$ cat config.mk
export PLATFORM = sky130hd
export DESIGN_NAME = controlador_entrada_saida
export DESIGN_NICKNAME = d
export VERILOG_FILES = /design/src/rtl/controlador_entrada_saida.sv
export SDC_FILE = /design/constraint.sdc
export NUM_CORES = 1
export LEC_CHECK = 0
export ABC_AREA = 0
export BUFFER_PORTS_ARGS = -buffer_cell sky130_fd_sc_hd__buf_2
export CAP_MARGIN = 10
export CORE_MARGIN = 1
export CORE_UTILIZATION = 35
export DETAILED_ROUTE_END_ITERATION = 8
export GPL_TIMING_DRIVEN = 0
export PLACE_DENSITY = 0.7
export RECOVER_POWER = 25
export SLEW_MARGIN = 20
export SYNTH_ARGS = -nofsm -noshare
export SYNTH_HDL_FRONTEND = slang
export SYNTH_SLANG_ARGS = --single-unit
$ cat constraint.sdc
create_clock -name clock -period 1.9 [get_ports clock]
set_input_delay 0.38 -clock clock [delete_from_list [all_inputs] [get_ports clock]]
set_output_delay 0.38 -clock clock [all_outputs]
set_load 0.005 [all_outputs]
$ cat src/rtl/controlador_entrada_saida.sv
// User I/O sequencer: stalls the core on IN until a debounced ENTER press/release,
// captures OUT values, and freezes the processor on HALT.
module controlador_entrada_saida #(
    parameter int DATA_WIDTH      = 32,
    parameter int SW_WIDTH        = 16,
    parameter int DEBOUNCE_CYCLES = 50000
) (
    input  logic                  clock,
    input  logic                  rst,
    input  logic                  isInsert,
    input  logic                  outWrite,
    input  logic                  isHalt,
    input  logic                  enterBtn,
    input  logic [SW_WIDTH-1:0]   switches,
    input  logic [DATA_WIDTH-1:0] outData,
    output logic                  isInput,
    output logic                  cpuEnable,
    output logic [DATA_WIDTH-1:0] inData,
    output logic [DATA_WIDTH-1:0] outReg,
    output logic                  outValid,
    output logic                  halted,
    output logic [2:0]            ioState
);

    localparam int CW = $clog2(DEBOUNCE_CYCLES + 1);
    localparam logic [CW-1:0] CNT_LAST = CW'(DEBOUNCE_CYCLES - 1);

    typedef enum logic [2:0] {
        RUN          = 3'd0,
        WAIT_PRESS   = 3'd1,
        WAIT_RELEASE = 3'd2,
        COMMIT       = 3'd3,
        HALT         = 3'd4
    } state_t;

    state_t                state_q;
    logic                  sync1_q;
    logic                  sync2_q;
    logic                  db_level_q;
    logic [CW-1:0]         cnt_q;
    logic [CW-1:0]         cnt_d;
    logic                  db_flip;
    logic                  press;
    logic                  release_evt;
    logic [DATA_WIDTH-1:0] in_data_q;
    logic [DATA_WIDTH-1:0] out_reg_q;
    logic                  out_valid_q;

    // A level is accepted once the synced input has disagreed with the
    // debounced level for DEBOUNCE_CYCLES consecutive cycles.
    always_comb begin
        db_flip     = (sync2_q != db_level_q) && (cnt_q == CNT_LAST);
        press       = db_flip & db_level_q;
        release_evt = db_flip & ~db_level_q;
        if ((sync2_q == db_level_q) || db_flip) begin
            cnt_d = '0;
        end else begin
            cnt_d = cnt_q + CW'(1);
        end
    end

    always_ff @(posedge clock or negedge rst) begin
        if (!rst) begin
            sync1_q    <= 1'b1;
            sync2_q    <= 1'b1;
            db_level_q <= 1'b1;
            cnt_q      <= '0;
        end else begin
            sync1_q <= enterBtn;
            sync2_q <= sync1_q;
            cnt_q   <= cnt_d;
            if (db_flip) begin
                db_level_q <= ~db_level_q;
            end
        end
    end

    always_comb begin
        isInput   = (state_q != COMMIT);
        cpuEnable = ((state_q == RUN) && !isHalt && !isInsert) || (state_q == COMMIT);
    end

    always_ff @(posedge clock or negedge rst) begin
        if (!rst) begin
            state_q     <= RUN;
            in_data_q   <= '0;
            out_reg_q   <= '0;
            out_valid_q <= 1'b0;
        end else begin
            out_valid_q <= cpuEnable & outWrite;
            if (cpuEnable && outWrite) begin
                out_reg_q <= outData;
            end
            case (state_q)
                RUN: begin
                    if (isHalt) begin
                        state_q <= HALT;
                    end else if (isInsert) begin
                        state_q <= WAIT_PRESS;
                    end
                end
                WAIT_PRESS: begin
                    if (press) begin
                        state_q   <= WAIT_RELEASE;
                        in_data_q <= DATA_WIDTH'(switches);
                    end
                end
                WAIT_RELEASE: begin
                    if (release_evt) begin
                        state_q <= COMMIT;
                    end
                end
                COMMIT:  state_q <= RUN;
                HALT:    state_q <= HALT;
                default: state_q <= RUN;
            endcase
        end
    end

    assign inData   = in_data_q;
    assign outReg   = out_reg_q;
    assign outValid = out_valid_q;
    assign halted   = (state_q == HALT);
    assign ioState  = state_q;

endmodule

==> metrics list, run 1 <==
- After detailed routing, the number of vias per cell comes to 4.479.
- STA classifies the critical path startpoint as a register.
- Tot GR Track Use: 13.95%
- Crit path buffers/inverters: 1
* Unrepaired setup endpoints after global routing: yes
* Required arrival time at the worst endpoint: 2.12 ns
- Counting along the longest clock path gives a buffer depth of 2.
- TritonCTS built the clock tree.
* Depth of the critical timing path with buffers and inverters included: 5
- In this run the count of I/O pins placed on the die edge is 125.
- At the later pin of the worst-skew pair, clock insertion delay measures 0.34 ns.
- Diode insertion count for antenna repair: 0
- In this run, the combinational gates consume 8.4% of the power.
* Root buffer selected by CTS: clkbuf_8
* Effective utilization at floorplan: 36.93%
* Max Cap Violations: 0
- Total power divided by cell area: 704.7 nW/um2
* Floorplan die width: 96.05 um
- After synthesis, the netlist uses 34 different library cells.
- Fraction of power consumed by sequential logic: 51.6%
- Area occupied by multi-input gates: 1313 um2
* Number of DRC violations after detailed routing: 0
- CTS built an H-tree with a depth of 3.
* R2r worst-path depth: 5
- Hold WC Path Type: in2reg
- Shortest clock period the worst path allows after layout: 1.924 ns
* Gr ovfl total: 0
* Worst ir drop on vdd: 0.3667 mV
- Registers take 1787 um2.
- Die extent in y: 96.05 um
* Vias in the first global route: 2109
- Setup violations remaining at the end of the flow were counted as 16.
* Number of optimization iterations in the first detailed-route pass: 4
- TritonCTS created 9 clock buffers.
- Count of antenna-violating nets left after detailed routing: 0
* Share of synthesized area occupied by flip-flops and latches: 57.52%
- After the first detailed-routing iteration, the DRC count stood at 88.
* Share of the core filled with cells: 52.17%
- Among all stages on the critical path, the largest delay is contributed by or4_4.
* Max Freq: 519.7 MHz
- Number of buffers added on ports: 108
- Routed vias: 2177
- Area inside the core boundary: 8382 um2
* Total Neg Setup Slack: -0.2077 ns
- The worst setup path is captured at a register.
* Total number of yosys warnings: 0
- Minimum setup slack in the final design: -0.02427 ns
- At the pin with the least slew margin, the transition time is 0.8120 ns.
* Final wirelength: 6.213 mm
- Counting every instance in the synthesized netlist gives 225.
- Power spent charging and discharging nets: 686.6 uW
- Top delay family on crit path: simple AND/OR/NAND/NOR gates
- The filler cells instantiated in the layout total 742.
* Critical path cell sequence: or4_4, a21oi_4, and2_4, clkbuf_16, mux2_4
- The final number of hold-violating endpoints was 0.
* Most used cells in the layout excluding fill and tap cells: buf_2 (107), dfrtp_1 (63), mux2_4 (39)
- After floorplanning, the core was divided into 33 placement rows.
* Layout Skew: 0.006554 ns
* DP HPWL: 4.251 mm
- First-pass GRT wire length: 9.694 mm
* Post-synthesis area per instance: 13.76 um2
- Dividing the detail-routed wire length by the instance count gives 12.78 um.
- Internal power: 2395 uW
- In this design, the stage delay of the slowest critical-path cell is 0.50 ns.
- Combined area of all synthesized cells: 3095 um2
- Initial antenna violation count: 0
- Type of the setup path with the least slack: reg2reg
* Leakage power: 0.002257 uW
* Part of the power in the clock network: 40.0%
* Arrival time worst endpoint: 2.14 ns
- Of the available clock period, the critical path in the final layout requires 101.3%.
* Total Die Area: 9225 um2
- CTS saw 71 sinks.
- Switching fraction of total power: 22.28%
* Violated checks: negative setup slack
* Layout area overhead: 41.27%
* Most common library cell in the layout ignoring fill and taps: buf_2
- Total number of nets in the final design: 431
- Clock-pin slew was measured on the worst setup and hold paths at 0.07 ns.
* Number of cells traversed by the worst hold path: 1
- Largest net degree at the start of global routing: 39
* Final weighted congestion in routability-driven placement: 0.7370
- The number of slew-limit violations in the final report is 0.
- Register bit total from synthesis: 71
- In the final layout, the share of cells above drive strength 1 is 60.89%.
- Status: finished with violations
* Worst Path Max Fanout: 8
* Post-route worst hold slack: 0.1388 ns
- The worst pin sits at a relative slew slack of 45.87%.
-- flip-flops by register name (all words and copies together) (netlist names) --
signal	cells
outReg	32
sync1_q	1
cnt_q	16
inData	16
sync2_q	1
ioState	3
db_level_q	1
outValid	1
-- routing by layer --
layer / vias up / GRT usage (%) / routed length, um
li1: 1052 / - / -
met1: 1040 / 17.15 / 2805
met2: 80 / 22.87 / 2974
met3: 5 / 4.660 / 385
met4: 0 / 4.851 / 48
met5: - / 0 / 0
-- power groups by stage --
stage          registers, uW  logic (uW)  clock network [uW]
2_1_floorplan           1620         103                   0
4_1_cts                 1590         263                1280
3_3_place_gp            1620         241                   0
5_1_grt                 1600         292                1360
6_report                1590         259                1230
3_5_place_dp            1620         252                   0
-- worst reg2reg max path, stage by stage (launching register included) --
cell and delay (ns):
dfrtp_2 0.41, or4_4 0.50, a21oi_4 0.14, and2_4 0.27
clkbuf_16 0.19, mux2_4 0.29
-- Yosys cell counts --
library cell   n  area (um2)
a21oi_1        1       5.000
a32oi_1        1       8.760
and2_1         2       12.51
and3_1         1       6.260
and3_2         1       7.510
and4bb_2       2       25.02
buf_4         17       127.6
buf_6          3       33.78
buf_8          1       15.01
clkbuf_1       1       3.750
clkbuf_2       1       5.000
conb_1         1       3.750
dfrtp_1       68        1702
dfstp_2        3       78.83
ha_1           1       12.51
inv_1          3       11.26
mux2_2        40       450.4
mux2_4         9       135.1
nand2_1        5       18.77
nand3_1        6       30.03
nand3b_1       1       7.510
nand4_1        5       31.28
nand4_4        1       21.27
nand4b_1       1       8.760
nor2_1        19       71.32
nor3_1         5       25.02
nor3b_1        2       15.01
nor4_1         4       25.02
nor4b_4        2       47.55
o21ai_0        1       5.000
or2_2          1       6.260
or4_1          1       7.510
xnor2_1       12       105.1
xor2_1         3       26.28
-- kinds of logic after synthesis --
logic type / Yosys count / synth area share (%)
compound gates: 3 / 0.6060
mux: 49 / 18.92
buf+inv: 26 / 6.345
xor+xnor: 15 / 4.244
fa+ha+maj: 1 / 0.4041
flops: 71 / 57.52
simple gates: 59 / 11.84
other cells: 1 / 0.1211
-- layout make-up --
class / instances / share of cell area (%)
sequential: 71 / 40.86
clock buffer: 11 / 3.462
buffer: 20 / 4.464
tap: 105 / 3.004
multi-input combinational: 143 / 30.01
clock inverter: 5 / 1.288
inverter: 3 / 0.2575
timing repair buffer: 128 / 16.65
-- stage by stage --
stage / cells / setup WS [ns] / power, uW / cell area, um2
floorplan: 240 / -0.1052 / 1727 / 3284
global placement: 453 / -0.2929 / 1860 / 3956
detailed placement: 454 / -0.3235 / 1873 / 3979
CTS: 484 / -0.04997 / 3132 / 4323
global route: 486 / -0.09561 / 3248 / 4373
finish: 486 / -0.02427 / 3082 / 4373
-- final timing paths --
check                      slack [ns]                     end              startpoint
max                             -0.02  outReg[31]$_DFFE_PN0P_  ioState[0]$_DFFE_PN0P_
min                              0.14       sync1_q$_DFF_PN1_                enterBtn
max reg2reg                     -0.02  outReg[31]$_DFFE_PN0P_  ioState[0]$_DFFE_PN0P_
min reg2reg                      0.36       sync2_q$_DFF_PN1_       sync1_q$_DFF_PN1_
max in group asynchronous        0.24      cnt_q[8]$_DFF_PN0_                     rst
min in group asynchronous        0.67   inData[8]$_DFFE_PN0P_                     rst
-- timing repair --
item | 4_1_cts | 5_1_grt
gates resized for setup | 9 | 4
pin swaps | 5 | 3
hold buffers | 1 | 0
endpoints found under the hold margin | 28 | 0
setup buffers | 14 | 2
endpoints found under the setup margin | 50 | 56
gates cloned | 0 | 2
(Power assumes the default switching activity.)
==> run 2, diff against run 1 <==
- CTS_CLUSTER_SIZE: not set -> 30
- MAX_ROUTING_LAYER: not set -> met4
==> run 2 against run 1 <==
The flow still finishes with violations (negative setup slack). First-iteration DRC count decreased by 2.3%. Global-route usage increased by 0.41 points. Utilization unchanged. Clock-buffer cell count unchanged. Worst hold slack got worse by 0.0029 ns. Power about the same. Routed wire length about the same. Sequential share of layout area unchanged. Cell count unchanged. Non-clock buffer count unchanged. Clock skew about the same. Register-to-register slack about the same. Highest routed layer unchanged.
==> metrics list, run 2 (synthesis results as in run 1) <==
* Largest net degree at the start of global routing: 39
- CTS clock-pin slew for the worst setup and hold paths: 0.07 ns
- The H-tree was split into 3 levels.
- STA classifies the critical path startpoint as a register.
* Total Die Area: 9225 um2
- At the worst endpoint, the arrival time is 2.14 ns.
- Gr ovfl total: 0
* Clock tree from TritonCTS: yes
- The sequential cells in the finished layout cover a total of 1787 um2.
* Total number of nets in the final design: 431
* DP HPWL: 4.251 mm
- After layout, the worst setup slack is -0.02202 ns.
- At the worst endpoint, the required time is 2.12 ns.
- The number of global-route vias before repair was 2109.
- Unrepaired setup endpoints after global routing: yes
* Total power divided by cell area: 705.2 nW/um2
- The flow ran to the end, but the final reports show violations.
- The later pin in the worst-skew pair is clocked with a latency of 0.34 ns.
- Layout Skew: 0.006391 ns
- Violated checks: negative setup slack
- Tot GR Track Use: 14.36%
- Number of optimization iterations in the first detailed-route pass: 4
- Initial antenna violation count: 0
- Count of standard-cell rows: 33
- The number of placed instances, taps included, is 454.
- For met2 alone, demand over resource in global routing was 22.87%.
* Met1 routing resource usage after global routing: 17.26%
- The routed design has 6.217 mm of wire.
- Across all layers, the routed design uses 2181 vias.
- DRT iter0 DRCs: 86
* Floorplan die width: 96.05 um
- Tcrit/Tclk final: 101.2%
- For met3 alone, demand over resource in global routing was 4.502%.
* Area post-placement: 3979 um2
- Max reg flops: 32
* Number of DRC violations after detailed routing: 0
- For this design the top-level I/O count stands at 125.
* Max Freq: 520.3 MHz
- The detail route stage leaves a number of antenna-violating nets equal to 0.
- Most used cells in the layout excluding fill and tap cells: buf_2 (107), dfrtp_1 (63), mux2_4 (39)
- Max Slew Vio Count: 0
- Fraction of final layout cells with drive strength greater than 1: 60.89%
* Hold WC Path Type: in2reg
- The root buffer cell chosen for the clock tree is clkbuf_8.
- Final weighted congestion in routability-driven placement: 0.7461
- Once layout is complete, the cells apart from fillers number 486.
* Setup slack of the most critical reg-to-reg path: -0.02 ns
- Worst ir drop on vdd: 0.3666 mV
- TritonCTS Buffers: 9
- In this run the worst path has a maximum fanout of 8.
- First-pass GRT wire length: 9.694 mm
- Number of failing hold endpoints at the final stage: 0
- The layer flagged by global routing as most heavily used is met2.
- Clock buffer depth: 2
* Effective utilization at floorplan: 36.93%
- After detailed routing, the number of vias per cell comes to 4.488.
- The tool flagged a number of max-cap violations equal to 0.
- Number of filler instances in the final layout: 742
- Leakage power: 0.002257 uW
- Die extent in y: 96.05 um
* Shortest clock period the worst path allows after layout: 1.922 ns
- Post-route worst hold slack: 0.1358 ns
- Summing all multi-input logic gate instances after layout gives 1313 um2.
- STA classifies the critical path endpoint as a register.
- In the final routed layout, each cell accounts on average for 12.79 um.
- Type of the setup path with the least slack: reg2reg
- Area inside the core boundary: 8382 um2
- Number of buffers added on ports: 108
- The worst pin sits at a relative slew slack of 45.95%.
* Transition time at the pin with the least slew margin: 0.8107 ns
* Count of final setup violators: 15
* Sinks on the clock net: 71
- The area growth from synthesis to layout is 41.27%.
- The repair_antennas step left the layout with diodes totalling 0.
- With fillers left out, the area of the finished cells amounts to 4373 um2.
- Leaving out fill and tap cells, the most frequent cell in the layout is buf_2.
* Place WS: -0.3235 ns
run 2: cell counts in the layout (fill, tap and decap cells not counted):
No cell type changed its count.
run 2: final cells by class:
cell class | instances | area share, %
timing repair buffer | 128 | 16.65
tap | 105 | 3.004
inverter | 3 | 0.2575
multi-input combinational | 143 | 30.01
sequential | 71 | 40.86
clock buffer | 11 | 3.462
clock inverter | 5 | 1.288
buffer | 20 | 4.464
run 2: what timing repair did:
action	in CTS	in global routing
pin swaps	5	3
hold buffers	1	0
endpoints found under the setup margin	50	56
gates resized for setup	9	4
gates cloned	0	2
setup buffers	14	2
endpoints found under the hold margin	28	0
run 2: power by group:
group          internal [uW]  switching (uW)  total, uW
Combinational            157             102        259
Sequential              1560            28.4       1590
Clock                    676             559       1230
Total                   2400             689       3080
run 2: routing by layer:
| metal | part of all wire [%] | up-vias | routed length [um] |
|---|---|---|---|
| li1 | - | 1052 | - |
| met1 | 45 | 1042 | 2797 |
| met2 | 48 | 80 | 2996 |
| met3 | 6.2 | 7 | 383 |
| met4 | 0.64 | 0 | 40 |
| met5 | 0 | - | 0 |
run 2: critical path, stage by stage (launching register included):
cell       delay, ns
dfrtp_2         0.41
or4_4           0.50
a21oi_4         0.14
and2_4          0.27
clkbuf_16       0.19
mux2_4          0.29
run 2: final timing paths:
check	from	to	cells after the start
setup / recovery	ioState[0]$_DFFE_PN0P_	outReg[31]$_DFFE_PN0P_	5
hold / removal	enterBtn	sync1_q$_DFF_PN1_	1
setup reg to reg	ioState[0]$_DFFE_PN0P_	outReg[31]$_DFFE_PN0P_	5
hold reg to reg	sync1_q$_DFF_PN1_	sync2_q$_DFF_PN1_	0
max in group asynchronous	rst	cnt_q[8]$_DFF_PN0_	3
min in group asynchronous	rst	inData[8]$_DFFE_PN0P_	2
run 2: metrics by stage:
| step | TNS, ns | util [%] | total power (uW) |
|---|---|---|---|
| floorplan | -1.826 | - | 1727 |
| global route | -3.333 | 52.17 | 3248 |
| finish | -0.1803 | 52.17 | 3084 |
| detailed placement | -11.58 | 47.47 | 1873 |
| CTS | -1.332 | 51.57 | 3132 |
| global placement | -9.028 | 47.20 | 1860 |
